$ cat src/rtl/dtree_pkg.sv
// ----------------------------------------------------------------------------
// dtree_pkg
// Shared definitions for the decision-tree feature loader:
//   - loader_state_e : LOAD / SETTLE / RESULT states of the loader FSM
//   - FEAT_W_DEF, CLASS_W_DEF : default feature and class widths
//   - NUM_FEATURES_DEF : feature count of the current dataset's tree
//   - idx_width() : index width helper that stays legal for a 1-entry vector
// ----------------------------------------------------------------------------
package dtree_pkg;

   typedef enum logic [1:0] {
      ST_LOAD   = 2'd0,
      ST_SETTLE = 2'd1,
      ST_RESULT = 2'd2
   } loader_state_e;

   localparam int FEAT_W_DEF       = 8;
   localparam int CLASS_W_DEF      = 5;
   localparam int NUM_FEATURES_DEF = 45;

   function automatic int idx_width(input int n);
      return (n > 1) ? $clog2(n) : 1;
   endfunction

endpackage

$ cat src/rtl/dtree_feat_regfile.sv
// ----------------------------------------------------------------------------
// dtree_feat_regfile
// NUM_FEATURES x FEAT_W feature register file exposed as one flat bus.
// Ports:
//   clk     in   clock
//   rst     in   synchronous active-high reset, clears every slot
//   we_i    in   write enable
//   widx_i  in   slot to write
//   wdata_i in   feature byte to store
//   bus_o   out  flat bus, slot k at bits [k*FEAT_W +: FEAT_W]
// ----------------------------------------------------------------------------
module dtree_feat_regfile
   import dtree_pkg::*;
#(
   parameter int NUM_FEATURES = NUM_FEATURES_DEF,
   parameter int FEAT_W       = FEAT_W_DEF,
   parameter int IDX_W        = idx_width(NUM_FEATURES)
) (
   input  logic                           clk,
   input  logic                           rst,
   input  logic                           we_i,
   input  logic [IDX_W-1:0]               widx_i,
   input  logic [FEAT_W-1:0]              wdata_i,
   output logic [NUM_FEATURES*FEAT_W-1:0] bus_o
);

   logic [FEAT_W-1:0] slot_q [NUM_FEATURES];

   for (genvar k = 0; k < NUM_FEATURES; k++) begin : g_slot
      always_ff @(posedge clk) begin
         if (rst) begin
            slot_q[k] <= '0;
         end else if (we_i && (widx_i == IDX_W'(k))) begin
            slot_q[k] <= wdata_i;
         end
      end
      assign bus_o[k*FEAT_W +: FEAT_W] = slot_q[k];
   end

endmodule

$ cat src/rtl/dtree_feature_loader.sv
// ----------------------------------------------------------------------------
// dtree_feature_loader
// Collects one feature byte per handshake into a parallel vector, holds the
// vector on the tree inputs for SETTLE_CYCLES, samples the tree's class and
// offers it on a valid/ready handshake.
// Ports:
//   clk       in   clock
//   rst       in   synchronous active-high reset
//   s_valid   in   feature byte valid
//   s_ready   out  loader accepts a byte (only in LOAD)
//   s_data    in   feature byte; feature k is the k-th accepted byte
//   s_last    in   final byte of a vector
//   feat_bus  out  assembled vector, feature k at [k*FEAT_W +: FEAT_W]
//   class_in  in   tree class output, combinational from feat_bus
//   m_valid   out  class result valid
//   m_ready   in   downstream accepts the result
//   m_class   out  registered class result
//   err_len   out  one-cycle pulse on a vector length mismatch
// ----------------------------------------------------------------------------
module dtree_feature_loader
   import dtree_pkg::*;
#(
   parameter int NUM_FEATURES  = NUM_FEATURES_DEF,
   parameter int FEAT_W        = FEAT_W_DEF,
   parameter int CLASS_W       = CLASS_W_DEF,
   parameter int SETTLE_CYCLES = 4
) (
   input  logic                           clk,
   input  logic                           rst,
   input  logic                           s_valid,
   output logic                           s_ready,
   input  logic [FEAT_W-1:0]              s_data,
   input  logic                           s_last,
   output logic [NUM_FEATURES*FEAT_W-1:0] feat_bus,
   input  logic [CLASS_W-1:0]             class_in,
   output logic                           m_valid,
   input  logic                           m_ready,
   output logic [CLASS_W-1:0]             m_class,
   output logic                           err_len
);

   localparam int IDX_W = idx_width(NUM_FEATURES);
   localparam int CNT_W = $clog2(SETTLE_CYCLES + 1);
   localparam logic [IDX_W-1:0] LAST_IDX = IDX_W'(NUM_FEATURES - 1);
   localparam logic [CNT_W-1:0] CNT_INIT = CNT_W'(SETTLE_CYCLES - 1);

   loader_state_e      state_q, state_d;
   logic [IDX_W-1:0]   idx_q, idx_d;
   logic [CNT_W-1:0]   cnt_q, cnt_d;
   logic               drop_q, drop_d;
   logic               err_q, err_d;
   logic               mvalid_q, mvalid_d;
   logic [CLASS_W-1:0] mclass_q, mclass_d;
   logic               we;

   always_ff @(posedge clk) begin
      if (rst) begin
         state_q  <= ST_LOAD;
         idx_q    <= '0;
         cnt_q    <= '0;
         drop_q   <= 1'b0;
         err_q    <= 1'b0;
         mvalid_q <= 1'b0;
         mclass_q <= '0;
      end else begin
         state_q  <= state_d;
         idx_q    <= idx_d;
         cnt_q    <= cnt_d;
         drop_q   <= drop_d;
         err_q    <= err_d;
         mvalid_q <= mvalid_d;
         mclass_q <= mclass_d;
      end
   end

   always_comb begin
      state_d  = state_q;
      idx_d    = idx_q;
      cnt_d    = cnt_q;
      drop_d   = drop_q;
      err_d    = 1'b0;
      mvalid_d = mvalid_q;
      mclass_d = mclass_q;
      we       = 1'b0;

      case (state_q)
         ST_LOAD: begin
            if (s_valid) begin
               if (drop_q) begin
                  // Over-long vector: swallow bytes up to and including its
                  // s_last without storing them or flagging again.
                  if (s_last) begin
                     drop_d = 1'b0;
                  end
               end else begin
                  we = 1'b1;
                  if (idx_q == LAST_IDX) begin
                     idx_d = '0;
                     if (s_last) begin
                        state_d = ST_SETTLE;
                        cnt_d   = CNT_INIT;
                     end else begin
                        err_d  = 1'b1;
                        drop_d = 1'b1;
                     end
                  end else if (s_last) begin
                     err_d = 1'b1;
                     idx_d = '0;
                  end else begin
                     idx_d = idx_q + IDX_W'(1);
                  end
               end
            end
         end

         ST_SETTLE: begin
            // The class is sampled in the cycle the counter reads zero, so
            // the vector has been stable for SETTLE_CYCLES full cycles.
            if (cnt_q == '0) begin
               mclass_d = class_in;
               mvalid_d = 1'b1;
               state_d  = ST_RESULT;
            end else begin
               cnt_d = cnt_q - CNT_W'(1);
            end
         end

         ST_RESULT: begin
            if (m_ready) begin
               mvalid_d = 1'b0;
               idx_d    = '0;
               state_d  = ST_LOAD;
            end
         end

         default: begin
            state_d = ST_LOAD;
         end
      endcase
   end

   // s_ready is 1 in LOAD only, which also makes the vector frozen elsewhere.
   assign s_ready = (state_q == ST_LOAD);
   assign m_valid = mvalid_q;
   assign m_class = mclass_q;
   assign err_len = err_q;

   dtree_feat_regfile #(
      .NUM_FEATURES (NUM_FEATURES),
      .FEAT_W       (FEAT_W),
      .IDX_W        (IDX_W)
   ) u_regfile (
      .clk     (clk),
      .rst     (rst),
      .we_i    (we && s_ready),
      .widx_i  (idx_q),
      .wdata_i (s_data),
      .bus_o   (feat_bus)
   );

endmodule

$ cat config.mk
export PLATFORM = sky130hd
export DESIGN_NAME = dtree_feature_loader
export DESIGN_NICKNAME = d
export VERILOG_FILES = /design/src/rtl/dtree_pkg.sv /design/src/rtl/dtree_feat_regfile.sv /design/src/rtl/dtree_feature_loader.sv
export SDC_FILE = /design/constraint.sdc
export NUM_CORES = 1
export LEC_CHECK = 0
export ABC_AREA = 1
export CAP_MARGIN = 30
export CORE_MARGIN = 3
export CORE_UTILIZATION = 54
export CTS_BUF_LIST = sky130_fd_sc_hd__clkbuf_2 sky130_fd_sc_hd__clkbuf_4 sky130_fd_sc_hd__clkbuf_8
export CTS_CLUSTER_DIAMETER = 200
export DETAILED_ROUTE_END_ITERATION = 6
export GPL_TIMING_DRIVEN = 0
export PLACE_DENSITY = 0.88
export SLEW_MARGIN = 40
export SYNTH_ARGS = -nofsm -noshare
export SYNTH_HDL_FRONTEND = slang
export SYNTH_HIERARCHICAL = 1
export SYNTH_SLANG_ARGS = --single-unit
$ cat constraint.sdc
create_clock -name clk -period 4.47 [get_ports clk]
set_clock_uncertainty 0.2 [all_clocks]
set_input_delay 1.341 -clock clk [delete_from_list [all_inputs] [get_ports clk]]
set_output_delay 1.341 -clock clk [all_outputs]
set_load 0.005 [all_outputs]
Word level (Yosys, flattened, before mapping)
Memories as Yosys holds them, arrays and structs flattened.
Index checks and enable logic that the tools add are counted.
{ "word_totals": {"reg_bits": 19, "latch_bits": 0, "ramBits": 360, "mem_bits_ro": 0, "inputBits": 18, "word_cells": 381, "n_memories": 1} }
{ "op_classes": {"n_addsub": 2, "mul": 0, "div": 0, "order_cmp": 0, "n_eq_ne": 53, "shift": 0, "mux": 212, "bitwise": 47, "reduce_logical": 59} }
{ "mem_list": {"columns": ["memory", "words", "width", "rd", "rd_ports_with_merged_regs", "wr", "line", "text"], "rows": [
  ["u_regfile.slot_q", 45, 8, 45, 0, 45, "dtree_feat_regfile.sv:27", "logic [FEAT_W-1:0] slot_q [NUM_FEATURES];"]
]} }
{ "op_table": {"columns": ["op", "count"], "rows": [
  ["$mux 8", 45],
  ["$mux 1", 147],
  ["$eq 6x5->1 const B", 16],
  ["$eq 6x6->1 const B", 13],
  ["$eq 6x4->1 const B", 8],
  ["$logic_and 1x1->1", 46],
  ["$or 1x1->1", 45],
  ["$mux 6", 5],
  ["$eq 6x3->1 const B", 4],
  ["$mux 3", 5],
  ["$eq 6x2->1 const B", 2],
  ["$mux 2", 6],
  ["$pmux 6 s2", 1],
  ["$reduce_and 6->1", 2],
  ["$ne 2x2->1 const B", 5],
  ["$add 6x1->6 const B", 1],
  ["$eq 6x1->1 const B", 1],
  ["$logic_not 6->1", 1],
  ["$pmux 2 s3", 1],
  ["$pmux 3 s2", 1],
  ["$reduce_bool 2->1", 3],
  ["$ne 2x1->1 const B", 2],
  ["$reduce_and 2->1", 2],
  ["$reduce_and 4->1", 1],
  ["9 further kinds", 10]
]} }

Depth between registers and ports, before layout
Gate-level depths: netlist (run 1).
{ "depth": {"ltp_word": 9, "mapped_depth": 9, "ltp_nobuf": 9} }

Hierarchy
Netlist (run 1), hierarchy kept.
{ "by_module_without_submodules": {"columns": ["mod", "n_inst", "cells_each", "area_each_um2"], "rows": [
  ["dtree_feat_regfile", 1, 941, 13446.6],
  ["dtree_feature_loader", 1, 151, 994.7]
]} }

Least setup slack after synthesis (run 1)
Ideal clock, no wire load.
{ "synth_timing": {"path_kind": "input to register", "start": "input s_valid", "end": "memory u_regfile/slot_q[2][0] in the netlist's numbering, enable pin", "setup_ns": 0.384, "arrival_ns": 2.786, "required_ns": 3.886, "slack_ns": 1.100, "path_stages": 7, "cell_sequence": "nand2_1 -> nor2_1 -> nand2_1 -> nor2_4 -> buf_4 -> inv_2 -> o21ai_0"} }
{ "synth_lines": {"columns": ["item", "line", "text"], "rows": [
  ["start: declaration", "dtree_feature_loader.sv:30", "input logic s_valid,"],
  ["end: declaration", "dtree_feat_regfile.sv:27", null]
]} }

==> results.md, run 1 <==
- The commonest cells after synthesis are sky130_fd_sc_hd__nor2_1 (391), sky130_fd_sc_hd__edfxtp_1 (360), sky130_fd_sc_hd__nand2_1 (92).
- The number of optimization iterations in the first detailed-route pass is 5.
- The final cell count without fillers is roughly 1900.
- The largest single stage delay on the critical path is 0.70 ns.
- The actual slew at the worst max-slew pin is around 0.86 ns.
- The cell type with the highest aggregate area in the netlist is sky130_fd_sc_hd__edfxtp_1.
- The sequential cells in the finished layout cover a total of 11200 um^2.
- The fraction of the core area covered by cells at the end of the flow is 75.9%.
- Yosys attributes the largest share of cell area to sky130_fd_sc_hd__edfxtp_1 (75%), sky130_fd_sc_hd__nor2_1 (10%), sky130_fd_sc_hd__dfxtp_1 (2.6%).
- The design draws about 7.5 mW.
- After routing the design area is about 20000 um^2.
- The total nets after synthesis is 1115.
- Of the cells placed in the final design, the portion with a size suffix greater than 1 is 11.4%.
- Setup violations remaining at the end of the flow were counted as 0.
- The number of top-level design ports is 386.
- After detailed routing, the number of vias per cell comes to about 5.6.
- The all-layer global routing usage is a little over 30%.
- From synthesis to final layout, the design area changed by 37.7%.
- The initial antenna violation count is 0.
- The cell area that synthesis handed to floorplanning was around 14000 um^2.
- Based on the critical path, the design can be clocked at up to 0.271 GHz.
- The die outline area is about 29000 um^2.
- The post-route worst setup slack is 0.782 ns.
- The run finished with clean final reports.
- In this run the number of H-tree levels came out at 2.
- The number of max-slew violations in the final report was 0.
- The fraction of registers with async set or reset after synthesis is 0%.
- The number of gates resized after CTS is 0.
- The register area share after synthesis is between 70% and 80%.
- The initial utilization of the core area, before any placement, comes to a little under three fifths.
- The worst hold margin is 0.279 ns.
- The cell leakage power is about 7.4 nW.
- The number of stages on the worst hold path is 2.
- The final net count is 1559.
- The mean routed wirelength per cell is around 24 um.
- The HPWL reported at the end of detailed placement is roughly 32000 um.
- The most common flop cell mapped by yosys is sky130_fd_sc_hd__edfxtp_1.
- The worst setup path is launched from an input pin.
- The via total after detailed routing is between 10000 and 15000.
- The clock slew seen by the registers of the worst setup and hold paths is around 0.06 ns.
- The largest net degree at the start of global routing is 15.
- The most common cell type on the critical path is sky130_fd_sc_hd__nand2_1.
- Routability-driven placement finished with a final weighted congestion of approximately 0.85.
- The critical path capture point type is a flip-flop.
- Yosys mapped the design onto 24 distinct sky130hd cell types.
- The number of sinks handled by clock tree synthesis is around 380.
- A synthesized cell averages ~13 um^2.
- Setup repair after global routing left no endpoint under its margin.
- The worst setup path is of the input pin to flip-flop kind.
- The final number of hold-violating endpoints came to 0.
- The maximum VDD drop is between 0.2 and 0.25 mV.
- The wire length of the first global-routing pass is about 66000 um.
- The tree is rooted in a sky130_fd_sc_hd__clkbuf_8.
- The number of fillers in the final layout is between 1500 and 2000.
- Headroom to the max-slew limit came out at a little over two fifths.
- The slowest stage of the critical path belongs to the cell sky130_fd_sc_hd__o21ai_1.
- Dividing total power by cell area gives a power density of approximately 380 nW/um^2.
- The worst path uses 82.5% of the clock period.
- The max capacitance violation total is 0.
- The largest fanout on the critical path is 10.
- The number of setup buffers added after CTS is 0.
- The core footprint is ~26000 um^2.
- Clock tree synthesis inserted a total of 57 buffers.
- Among cell families on the critical path, the largest total delay comes from buffers and inverters.
- The total DRC errors in the routed layout is 0.
- The most repeated cell in the gate-level netlist after synthesis is sky130_fd_sc_hd__nor2_1.
- The buffer levels on the longest clock path is 3.
- The number of I/O port buffers is 385.
- OpenSTA, run right after detailed placement, puts the worst setup slack at 0.193 ns.
- From left edge to right edge, the die measures 170 um.
- The starting DRC count in detailed routing is 1325.
- Clock latency on the worst-skew pair, taken at its later pin, is 0.58 ns.
- The number of antenna cells inserted is 0.
- The clock tree from TritonCTS is built.
- The chip height is roughly 170 um.
- The worst path needs about 3.7 ns of the cycle, external delays included.
- Row generation in the floorplan step produced 59 rows.
- STA puts the critical path data arrival time at roughly 3.7 ns.
- The number of hold buffers added after CTS was 0.
- The instance area after placement is about 19000 um^2.
- The top cell type by area accounts for 74.9% of the synthesized area.
- The cell count after synthesis is about 1100.
- The number of enable-type register cells in the synthesized netlist is 360.
- The remaining antenna violation count is 0.
- The number of global-route vias before repair was between 10000 and 15000.
- The number of placed instances, taps included, is roughly 1800.
- The depth of the worst register-to-register path is 8.
- The number of buffers and inverters on the critical path is 3.
- The path class of the tightest hold or removal check is flip-flop to flip-flop.
- In this run the number of cells on the critical path is 8.
- Setup slack on the worst reg-to-reg path comes out at 1.50 ns.
- Data on the critical path is required at its endpoint by 4.49 ns.
- In the final layout, the multi-input gates occupy roughly 2900 um^2.
- The overall overflow remaining after global route is 0.
- The sum of routed wire length over all layers is 45400 um.
- Counting flops and latches in the post-synthesis netlist gives roughly 380.
- The critical path goes through clkdlybuf4s50_1 -> nand2_1 -> nor2_1 -> nand2_1 -> nor2_4 -> buf_4 -> inv_2 -> o21ai_1.
- After routing, the total negative slack on setup checks comes to 0 ns.
- The Yosys warning count is 6.
[layout by cell type, fill, tap and decap left out, types with 10 or more instances in the layout]
master,instances
sky130_fd_sc_hd__clkbuf_1,37
sky130_fd_sc_hd__clkbuf_4,24
sky130_fd_sc_hd__clkbuf_8,61
sky130_fd_sc_hd__clkdlybuf4s50_1,385
sky130_fd_sc_hd__clkinv_1,10
sky130_fd_sc_hd__dfxtp_1,19
sky130_fd_sc_hd__edfxtp_1,360
sky130_fd_sc_hd__inv_1,41
sky130_fd_sc_hd__inv_2,13
sky130_fd_sc_hd__nand2_1,92
sky130_fd_sc_hd__nand3_1,24
sky130_fd_sc_hd__nand3_2,25
sky130_fd_sc_hd__nand3_4,10
sky130_fd_sc_hd__nor2_1,391
sky130_fd_sc_hd__nor2_4,12
sky130_fd_sc_hd__o21ai_0,10
sky130_fd_sc_hd__o21ai_1,12
[flip-flops by register name, indices dropped and copies added (netlist names)]
signal	count
idx_q	6
cnt_q	3
err_len	1
m_class	5
m_valid	1
drop_q	1
state_q	2
u_regfile/slot_q	360
[worst reg2reg max path: cells and delay by family, from the launching register on]
kind                   cells  cell delay, ns
and+or+nand+nor            5            0.96
DFF                        1            0.37
AOI/OAI and AO/OA          1            0.70
buffers and inverters      2            0.40
[cells by family (layout without fill, tap and decap cells)]
kind of cell               after synthesis  after routing  share of synthesized area, %
xor gates and xnor gates                 1              1                        0.0607
adders and majority gates                5              5                         0.433
DFF                                    379            379                          77.5
AOI/OAI and AO/OA                       36             36                          1.27
and+or+nand+nor                        568            568                          17.9
buffers and inverters                  103            592                          2.87
[report_power, final]
part           internal [mW]  total (mW)  switching, mW
Combinational          0.266       0.580          0.314
Sequential              4.02        4.07         0.0530
Clock                   1.57        2.86           1.29
[per-layer routing]
layer | global-route usage (%) | vias to the layer above | part of all wire (%) | wire length (um)
met3 | 7.24 | 145 | 10 | 4580
met1 | 36.9 | 5107 | 34 | 15400
met2 | 53.7 | 802 | 51 | 23000
li1 | - | 4603 | - | -
met4 | 14.9 | 0 | 5.3 | 2420
met5 | 0 | - | 0 | 0
[final timing paths]
path,from,to
setup reg to reg,state_q[0]$_SDFFE_PP0P_,u_regfile/slot_q[2][37]$_SDFFCE_PN0P_
hold / removal,m_valid$_SDFFE_PP0P_,m_valid$_SDFFE_PP0P_
hold reg to reg,m_valid$_SDFFE_PP0P_,m_valid$_SDFFE_PP0P_
setup / recovery,s_valid,u_regfile/slot_q[2][37]$_SDFFCE_PN0P_
[final cells by class]
cell class	instances	area share, %
Sequential cell	379	56.3
Tap cell	335	2.11
Clock buffer	85	5.13
Inverter	54	1.02
Buffer	49	1.06
Multi-Input combinational cell	610	14.4
Clock inverter	19	0.686
Timing Repair Buffer	385	19.4
Power figures use the tool's default switching activity.
==> inputs of run 2 (changes only) <==
--- a/config.mk
+++ b/config.mk
@@ -8,12 +8,12 @@
 export ABC_AREA = 1
 export CAP_MARGIN = 30
 export CORE_MARGIN = 3
-export CORE_UTILIZATION = 54
+export CORE_UTILIZATION = 50
 export CTS_BUF_LIST = sky130_fd_sc_hd__clkbuf_2 sky130_fd_sc_hd__clkbuf_4 sky130_fd_sc_hd__clkbuf_8
 export CTS_CLUSTER_DIAMETER = 200
 export DETAILED_ROUTE_END_ITERATION = 6
 export GPL_TIMING_DRIVEN = 0
-export PLACE_DENSITY = 0.88
+export PLACE_DENSITY = 0.82
 export SLEW_MARGIN = 40
 export SYNTH_ARGS = -nofsm -noshare
 export SYNTH_HDL_FRONTEND = slang
==> constraint.sdc (replaced) <==
create_clock -name clk -period 3.49 [get_ports clk]
set_clock_uncertainty 0.2 [all_clocks]
set_input_delay 1.047 -clock clk [delete_from_list [all_inputs] [get_ports clk]]
set_output_delay 1.047 -clock clk [all_outputs]
set_load 0.005 [all_outputs]
==> run 2 against run 1 <==
  * Global-route usage is 3.2 points lower
  * Setup slack got worse by 0.65 ns
  * Critical endpoint is now u_regfile/slot_q[2][45]$_SDFFCE_PN0P_
  * First-iteration DRC count is 18% lower
  * Flip-flop and latch count unchanged
  * Power rose by 25%
  * Via count fell by 2.8%
  * Sequential power rose by 28%
  * Clock power increased by 21%
==> results.md, run 2 (synthesized netlist as in run 1, its figures left out) <==
- The met1 global-route usage is between 30% and 40%.
- Summed over all nets, the half-perimeter wirelength after detailed placement is 31900 um.
- The busiest layer in global routing is met2.
- The initialized floorplan defines between 60 and 70 standard-cell rows.
- The first global-routing pass estimated about 64000 um of wire.
- In this run the remaining antenna-violating nets after routing total 0.
- The areal power density over the cells is roughly 470 nW/um^2.
- The final estimated routing congestion in global placement is between 0.8 and 0.9.
- The largest fanout on the critical path is 10.
- The effective utilization at floorplan is ~51%.
- The signal on the critical path passes through clkdlybuf4s50_1 -> nand2_1 -> nor2_1 -> nand2_1 -> nor2_4 -> buf_4 -> inv_2 -> o21ai_1.
- From synthesis to final layout, the design area changed by 37.7%.
- Based on the critical path, the design can be clocked at up to 0.298 GHz.
- The largest individual stage delay along the critical path comes from the cell sky130_fd_sc_hd__o21ai_1.
- The setup slack of the most critical reg-to-reg path is approximately 0.58 ns.
- Measured along the x axis, the die boundary spans between 150 and 200 um.
- In the routed design, unresolved DRC markers number 0.
- In this run the standard cell core region covers around 28000 um^2.
- The number of antenna cells inserted is 0.
- The share of post-route cells with drive strength above 1 is about 11%.
- The clock tree from TritonCTS is built.
- The switching fraction of total power is 22.0%.
- For the worst flop-to-flop path, the logic depth is 8.
- Wires add up to 44100 um.
- The kind of path behind the tightest hold check is flip-flop to flip-flop.
- The critical path launch point type is an input pin.
- The depth of the CTS H-tree is 2.
- The portion of total power attributed to combinational logic is roughly 7.8%.
- The cell chosen for the clock root is sky130_fd_sc_hd__clkbuf_8.
- The worst register-to-register path ends at u_regfile/slot_q[2][45]$_SDFFCE_PN0P_.
- The final number of hold-violating endpoints is 0.
- Setup repair after global routing left no endpoint under its margin.
- The via-per-instance ratio is 5.31.
- The number of buffers inserted for hold repair after clock tree synthesis is 0.
- On the worst path, the slowest cell contributes a delay of a little over 0.6 ns.
- Dividing the final minimum period by the clock period gives 96.3%.
- The endpoint of the worst hold path is m_valid$_SDFFE_PP0P_.
- The flip-flop count of the largest register, all copies and words added is 360.
- For this run, the total global-route usage over all layers was measured as between 20% and 30%.
- Measured along the y axis, the die boundary spans ~180 um.
- Dividing the detail-routed wire length by the instance count gives roughly 23 um.
- The number of global-route vias before repair is 10199.
- Counting stages on the worst path, the most repeated cell is sky130_fd_sc_hd__nand2_1.
- The data required time at the worst endpoint is 3.51 ns.
- Entering global routing, the biggest net connects 16 pins.
- The flow ran to the end, and the final reports show no timing, DRC or antenna violations.
- The worst-case IR drop observed on VDD is around 0.29 mV.
- The power share of the sequential group is between 50% and 60%.
- Overall power consumption after layout is estimated at approximately 9.4 mW.
- Clock-pin slew was measured on the worst setup and hold paths at approximately 0.06 ns.
- The critical path capture point type is a flip-flop.
- The number of optimization iterations in the first detailed-route pass is 5.
- The analysis attributes to cell leakage a power of ~7.3 nW.
- The library cell used most frequently in the layout, excluding fill and tap cells, is sky130_fd_sc_hd__nor2_1.
- The clock latency of the later-clocked register in the worst-skew pair is between 0.5 and 0.6 ns.
- In this run the tightest slew margin relative to its limit is roughly 45%.
- The number of cells after detailed placement is about 1900.
- The detailed router placed just over 10000 vias in this run.
- In the layout the commonest cells are sky130_fd_sc_hd__nor2_1 (391), sky130_fd_sc_hd__clkdlybuf4s50_1 (385), sky130_fd_sc_hd__edfxtp_1 (360).
- More flip-flops sit in one register than any other, and that register is u_regfile/slot_q.
- Of the total power, the clock network draws between 30% and 40%.
- The final net count is roughly 1600.
- During I/O placement, the number of pins put on the boundary was a little under 400.
- The category of the most critical setup path is input pin to flip-flop.
- The overall overflow remaining after global route is 0.
- The number of fillers in the final layout is between 1500 and 2000.
- Clock tree synthesis found a total of 379 sinks.
- Buffers inserted during clock tree synthesis total 57.
- The die outline area is roughly 31000 um^2.
- The hold path startpoint is m_valid$_SDFFE_PP0P_.
- The number of max-slew violations in the final report is 0.
- The final setup TNS is 0 ns.
- The startpoint of the most critical register-to-register path is state_q[0]$_SDFFE_PP0P_.
- Setup violations remaining at the end of the flow were counted as 0.
- The actual slew at the worst max-slew pin is slightly above 0.8 ns.
- The buffer levels on the longest clock path is 3.
- For this run, global-route usage on met2 was measured as roughly half.
- The max capacitance violation total is 0.
- Data on the critical path arrives at its endpoint at 3.38 ns.
- The shortest period the worst path allows is between 3 and 4 ns.
- The starting DRC count in detailed routing is approximately 1100.
- The routing usage on met3 is 6.65%.
- The initial antenna violation count is 1.
- The number of stages on the worst hold path is 2.
- The number of I/O port buffers is around 390.
- The finished layout holds roughly 2000 standard cells, fillers aside.
- In this run the power spent charging and discharging nets is 2.07 mW.
- Cell internal power was estimated by the tool at 7.35 mW.
==> run 2: worst max-delay path by stage <==
| stage | end | slack, ns | startpoint |
|---|---|---|---|
| 2_1_floorplan | u_regfile/slot_q[2][16]$_SDFFCE_PN0P_ | 0.41 | s_valid |
| 3_3_place_gp | u_regfile/slot_q[2][0]$_SDFFCE_PN0P_ | -0.89 | s_valid |
| 3_5_place_dp | u_regfile/slot_q[2][35]$_SDFFCE_PN0P_ | -0.58 | s_valid |
| 4_1_cts | u_regfile/slot_q[2][32]$_SDFFCE_PN0P_ | 0.05 | s_valid |
| 5_1_grt | u_regfile/slot_q[2][75]$_SDFFCE_PN0P_ | 0.009 | s_valid |
| 6_report | u_regfile/slot_q[2][45]$_SDFFCE_PN0P_ | 0.13 | s_valid |
==> run 2: area by class of cell <==
cell class,instances,area (um^2),area share (%)
timing repair buffer,385,3850,19.4
inverter,54,203,1.02
clock buffer,75,926,4.66
tap,378,473,2.38
clock inverter,22,155,0.780
multi-input combinational,610,2870,14.4
sequential,379,11200,56.3
buffer,49,211,1.06
==> run 2: critical path: cells and delay by family <==
kind | cells | cell delay (ns)
compound gates | 1 | 0.62
buf+inv | 3 | 0.92
simple gates | 4 | 0.78
==> run 2: power groups by stage <==
stage	registers [mW]	clock network (mW)	logic, mW
final	5.21	3.47	0.736
after floorplan	5.32	0	0.178
after global routing	5.23	3.71	0.772
after detailed placement	5.31	0	0.736
after global placement	5.30	0	0.719
after CTS	5.21	3.52	0.739
==> run 2: what timing repair did <==
action	4_1_cts	5_1_grt
endpoints found under the setup margin	0	12
setup buffers	0	0
resized for setup	0	3
==> run 2: per-stage QoR <==
stage,hold slack (ns),utilization [%],instance area [um^2],setup WS [ns]
2_1_floorplan,0.267,-,14400,0.414
3_3_place_gp,0.266,66.8,18800,-0.892
3_5_place_dp,0.285,66.9,18800,-0.578
4_1_cts,0.299,70.7,19900,0.0480
5_1_grt,0.329,70.8,19900,0.00864
6_report,0.293,70.8,19900,0.130
==> run 2: metal layers <==
metal  share of wire (%)  vias to the layer above
li1                    -                     4589
met1                  35                     5027
met2                  51                      642
met3                 9.9                      100
met4                 3.5                        2
met5               0.029                        -
==> inputs of run 3 (changes only) <==
--- a/config.mk
+++ b/config.mk
@@ -6,14 +6,13 @@
 export NUM_CORES = 1
 export LEC_CHECK = 0
 export ABC_AREA = 1
-export CAP_MARGIN = 30
 export CORE_MARGIN = 3
-export CORE_UTILIZATION = 50
+export CORE_UTILIZATION = 45
 export CTS_BUF_LIST = sky130_fd_sc_hd__clkbuf_2 sky130_fd_sc_hd__clkbuf_4 sky130_fd_sc_hd__clkbuf_8
 export CTS_CLUSTER_DIAMETER = 200
 export DETAILED_ROUTE_END_ITERATION = 6
 export GPL_TIMING_DRIVEN = 0
-export PLACE_DENSITY = 0.82
+export PLACE_DENSITY = 0.78
 export SLEW_MARGIN = 40
 export SYNTH_ARGS = -nofsm -noshare
 export SYNTH_HDL_FRONTEND = slang
==> constraint.sdc (replaced) <==
create_clock -name clk -period 2.9 [get_ports clk]
set_clock_uncertainty 0.2 [all_clocks]
set_input_delay 0.87 -clock clk [delete_from_list [all_inputs] [get_ports clk]]
set_output_delay 0.87 -clock clk [all_outputs]
set_load 0.005 [all_outputs]
==> run 3 against run 2 <==
  * Power grew 26%
  * Sequential power increased by 21%
  * Non-clock buffer count grew 6
  * Routed wire length grew 3.9%
  * Global-route usage decreased by 1.7 points
  * Final area up 2.3%
  * Setup slack worse by 0.12 ns
  * Flip-flop and latch count is the same
  * Worst hold slack worse by 0.0061 ns
==> results.md, run 3 (synthesized netlist as in run 1, its figures left out) <==
- The initial antenna violation count is 0.
- Routability-driven placement finished with a final weighted congestion of around 0.85.
- The share of post-route cells with drive strength above 1 is 13.3%.
- After layout, the worst setup slack is just over 0.007 ns.
- The actual slew at the worst max-slew pin is roughly 0.86 ns.
- The largest fanout on the critical path is 9.
- The critical path is of the input pin to flip-flop type.
- The remaining antenna violation count is 0.
- The core footprint is 31100 um^2.
- After the last flow step, the layout net total stands at between 1500 and 2000.
- The final number of hold-violating endpoints is 0.
- The register with the most flip-flops in the layout has between 300 and 400 of them.
- The first TritonRoute pass finished after 5 iterations.
- Routed signal wires occupy layers up through met4.
- The filler cells instantiated in the layout total 2219.
- After clock tree synthesis, the flow added hold-fix buffers numbering 0.
- The number of clock buffers added by TritonCTS is 59.
- The floorplan has between 60 and 70 rows.
- The all-layer global routing usage is a little over a quarter.
- The setup slack of the most critical reg-to-reg path is 0.24 ns.
- Summed over all failing endpoints, the final setup total negative slack is 0 ns.
- The buffer levels on the longest clock path is 3.
- The clock reaches the later pin of the worst-skew pair after ~0.58 ns.
- The count of cells in the finished layout, fillers not included, comes to approximately 2000.
- Summing all multi-input logic gate instances after layout gives ~3000 um^2.
- The critical path launch point type is an input pin.
- The clock slew seen by the registers of the worst setup and hold paths is roughly 0.060 ns.
- The share of the clock period used by the worst path after layout is roughly 100%.
- The horizontal extent of the die is around 190 um.
- Setup repair after global routing could not meet its margin everywhere.
- The first global-routing pass estimated ~66000 um of wire.
- The effective utilization at floorplan is between 40% and 50%.
- At the worst endpoint, the arrival time is ~2.9 ns.
- u_regfile/slot_q holds more flip-flops than any other register.
- Entering global routing, the biggest net connects 16 pins.
- Setup violations remaining at the end of the flow were counted as 0.
- After detailed routing, the met2 layer carries 23600 um of wire.
- The number of global-route vias before repair is ~11000.
- The number of cells after detailed placement is around 1900.
- After detailed routing, the total wire length is about 46000 um.
- 0 antenna diodes ended up in the layout.
- Summed over all nets, the half-perimeter wirelength after detailed placement is roughly 33000 um.
- The die covers 34300 um^2.
- In the routed design, unresolved DRC markers number 0.
- The areal power density over the cells is around 600 nW/um^2.
- Subtracting the final worst setup slack from the clock period gives just under 3 ns.
- The number of stages on the worst hold path is 2.
- For the worst flop-to-flop path, the logic depth is 5.
- The area occupied by registers is 11200 um^2.
- In the routed layout, each cell is associated on average with a via count of ~5.3.
- The detailed-route wire length on metal 1 is between 15000 and 20000 um.
- The chip height is 185 um.
- CTS saw 379 sinks.
- The data required time at the worst endpoint is 2.92 ns.
- The H-tree generated during clock tree synthesis spans 2 levels.
- Prior to clock tree synthesis, the placed netlist has a worst setup slack of -0.979 ns.
- Detailed routing placed a total of ~4100 um of wire on met3.
- The final route contains between 10000 and 15000 vias.
- The critical path capture point type is a flip-flop.
- The number of top-level design ports is around 390.
- The signed area change from the synthesized netlist to the final layout is 40.8%.
- The overall overflow remaining after global route is 0.
- Leaving out fill and tap cells, the most frequent cell in the layout is sky130_fd_sc_hd__nor2_1.
- The top cell types in the final layout, fill and taps aside, are sky130_fd_sc_hd__nor2_1 (390), sky130_fd_sc_hd__clkdlybuf4s50_1 (385), sky130_fd_sc_hd__edfxtp_1 (360).
- TritonCTS built the clock tree.
- The cell leakage power is around 7.5 nW.
- The maximum VDD drop is 0.483 mV.
- The number of max-slew violations in the final report was 0.
- The design draws approximately 12 mW.
- The kind of path behind the tightest hold check is flip-flop to flip-flop.
- The fmax is about 0.35 GHz.
- The starting DRC count in detailed routing is slightly above 1000.
- The worst slew margin relative to its limit is a little over two fifths.
- During placement, the flow inserted port buffers numbering around 390.
- The max capacitance violation total is 0.
- The flow ran to the end, and the final reports show no timing, DRC or antenna violations.
- In the final routed layout, each cell accounts on average for approximately 23 um.
- The cell chosen for the clock root is sky130_fd_sc_hd__clkbuf_8.
## run 3: cell types whose count changed in the layout (fill, tap and decap cells not counted), sizes merged
cell / previous run / this run
inv: 54 / 55
clkinv: 19 / 24
clkbuf: 112 / 115
bufinv: 2 / 5
clkinvlp: 1 / 0
buf: 12 / 17
## run 3: what timing repair did
action,in CTS,in global routing
gates cloned,0,0
endpoints found under the hold margin,0,0
pin swaps,0,8
buffers inserted,0,7
endpoints found under the setup margin,160,264
gates resized for setup,19,18
## run 3: worst max-delay path: stages
cell and delay (ns):
sky130_fd_sc_hd__clkdlybuf4s50_1 0.50, sky130_fd_sc_hd__nand2_1 0.09, sky130_fd_sc_hd__nor2_2 0.19, sky130_fd_sc_hd__nand3_1 0.55, sky130_fd_sc_hd__o21ai_2 0.69
## run 3: worst paths after layout
path                                            to                    start
max          u_regfile/slot_q[1][23]$_SDFFCE_PN0P_                  s_valid
min                           m_valid$_SDFFE_PP0P_     m_valid$_SDFFE_PP0P_
max reg2reg  u_regfile/slot_q[1][23]$_SDFFCE_PN0P_  state_q[0]$_SDFFE_PP0P_
min reg2reg                   m_valid$_SDFFE_PP0P_     m_valid$_SDFFE_PP0P_
## run 3: layout make-up
| cell class | instances | share of cell area, % |
|---|---|---|
| buffer | 48 | 1.03 |
| clock inverter | 30 | 1.32 |
| inverter | 54 | 0.997 |
| clock buffer | 77 | 4.75 |
| tap | 396 | 2.44 |
| timing repair buffer | 392 | 19.6 |
| multi-input combinational | 610 | 14.8 |
| sequential | 379 | 55.0 |
## run 3: per-stage QoR
stage	hold WS (ns)	instance area, um^2	util, %
finish	0.287	20300	65.4
CTS	0.292	20100	64.7
detailed placement	0.276	18800	60.5
floorplan	0.267	14400	-
global placement	0.266	18800	60.5
global route	0.309	20300	65.4
## run 3: where the power goes
group | switching (mW) | total (mW) | internal, mW
Sequential | 0.0820 | 6.28 | 6.19
Combinational | 0.489 | 0.924 | 0.435
Clock | 2.03 | 4.65 | 2.62
## run 3: routing by layer
layer / vias up / track usage [%]
li1: 4619 / -
met1: 5137 / 31.1
met2: 642 / 46.2
met3: 107 / 6.17
met4: 0 / 9.39
met5: - / 0
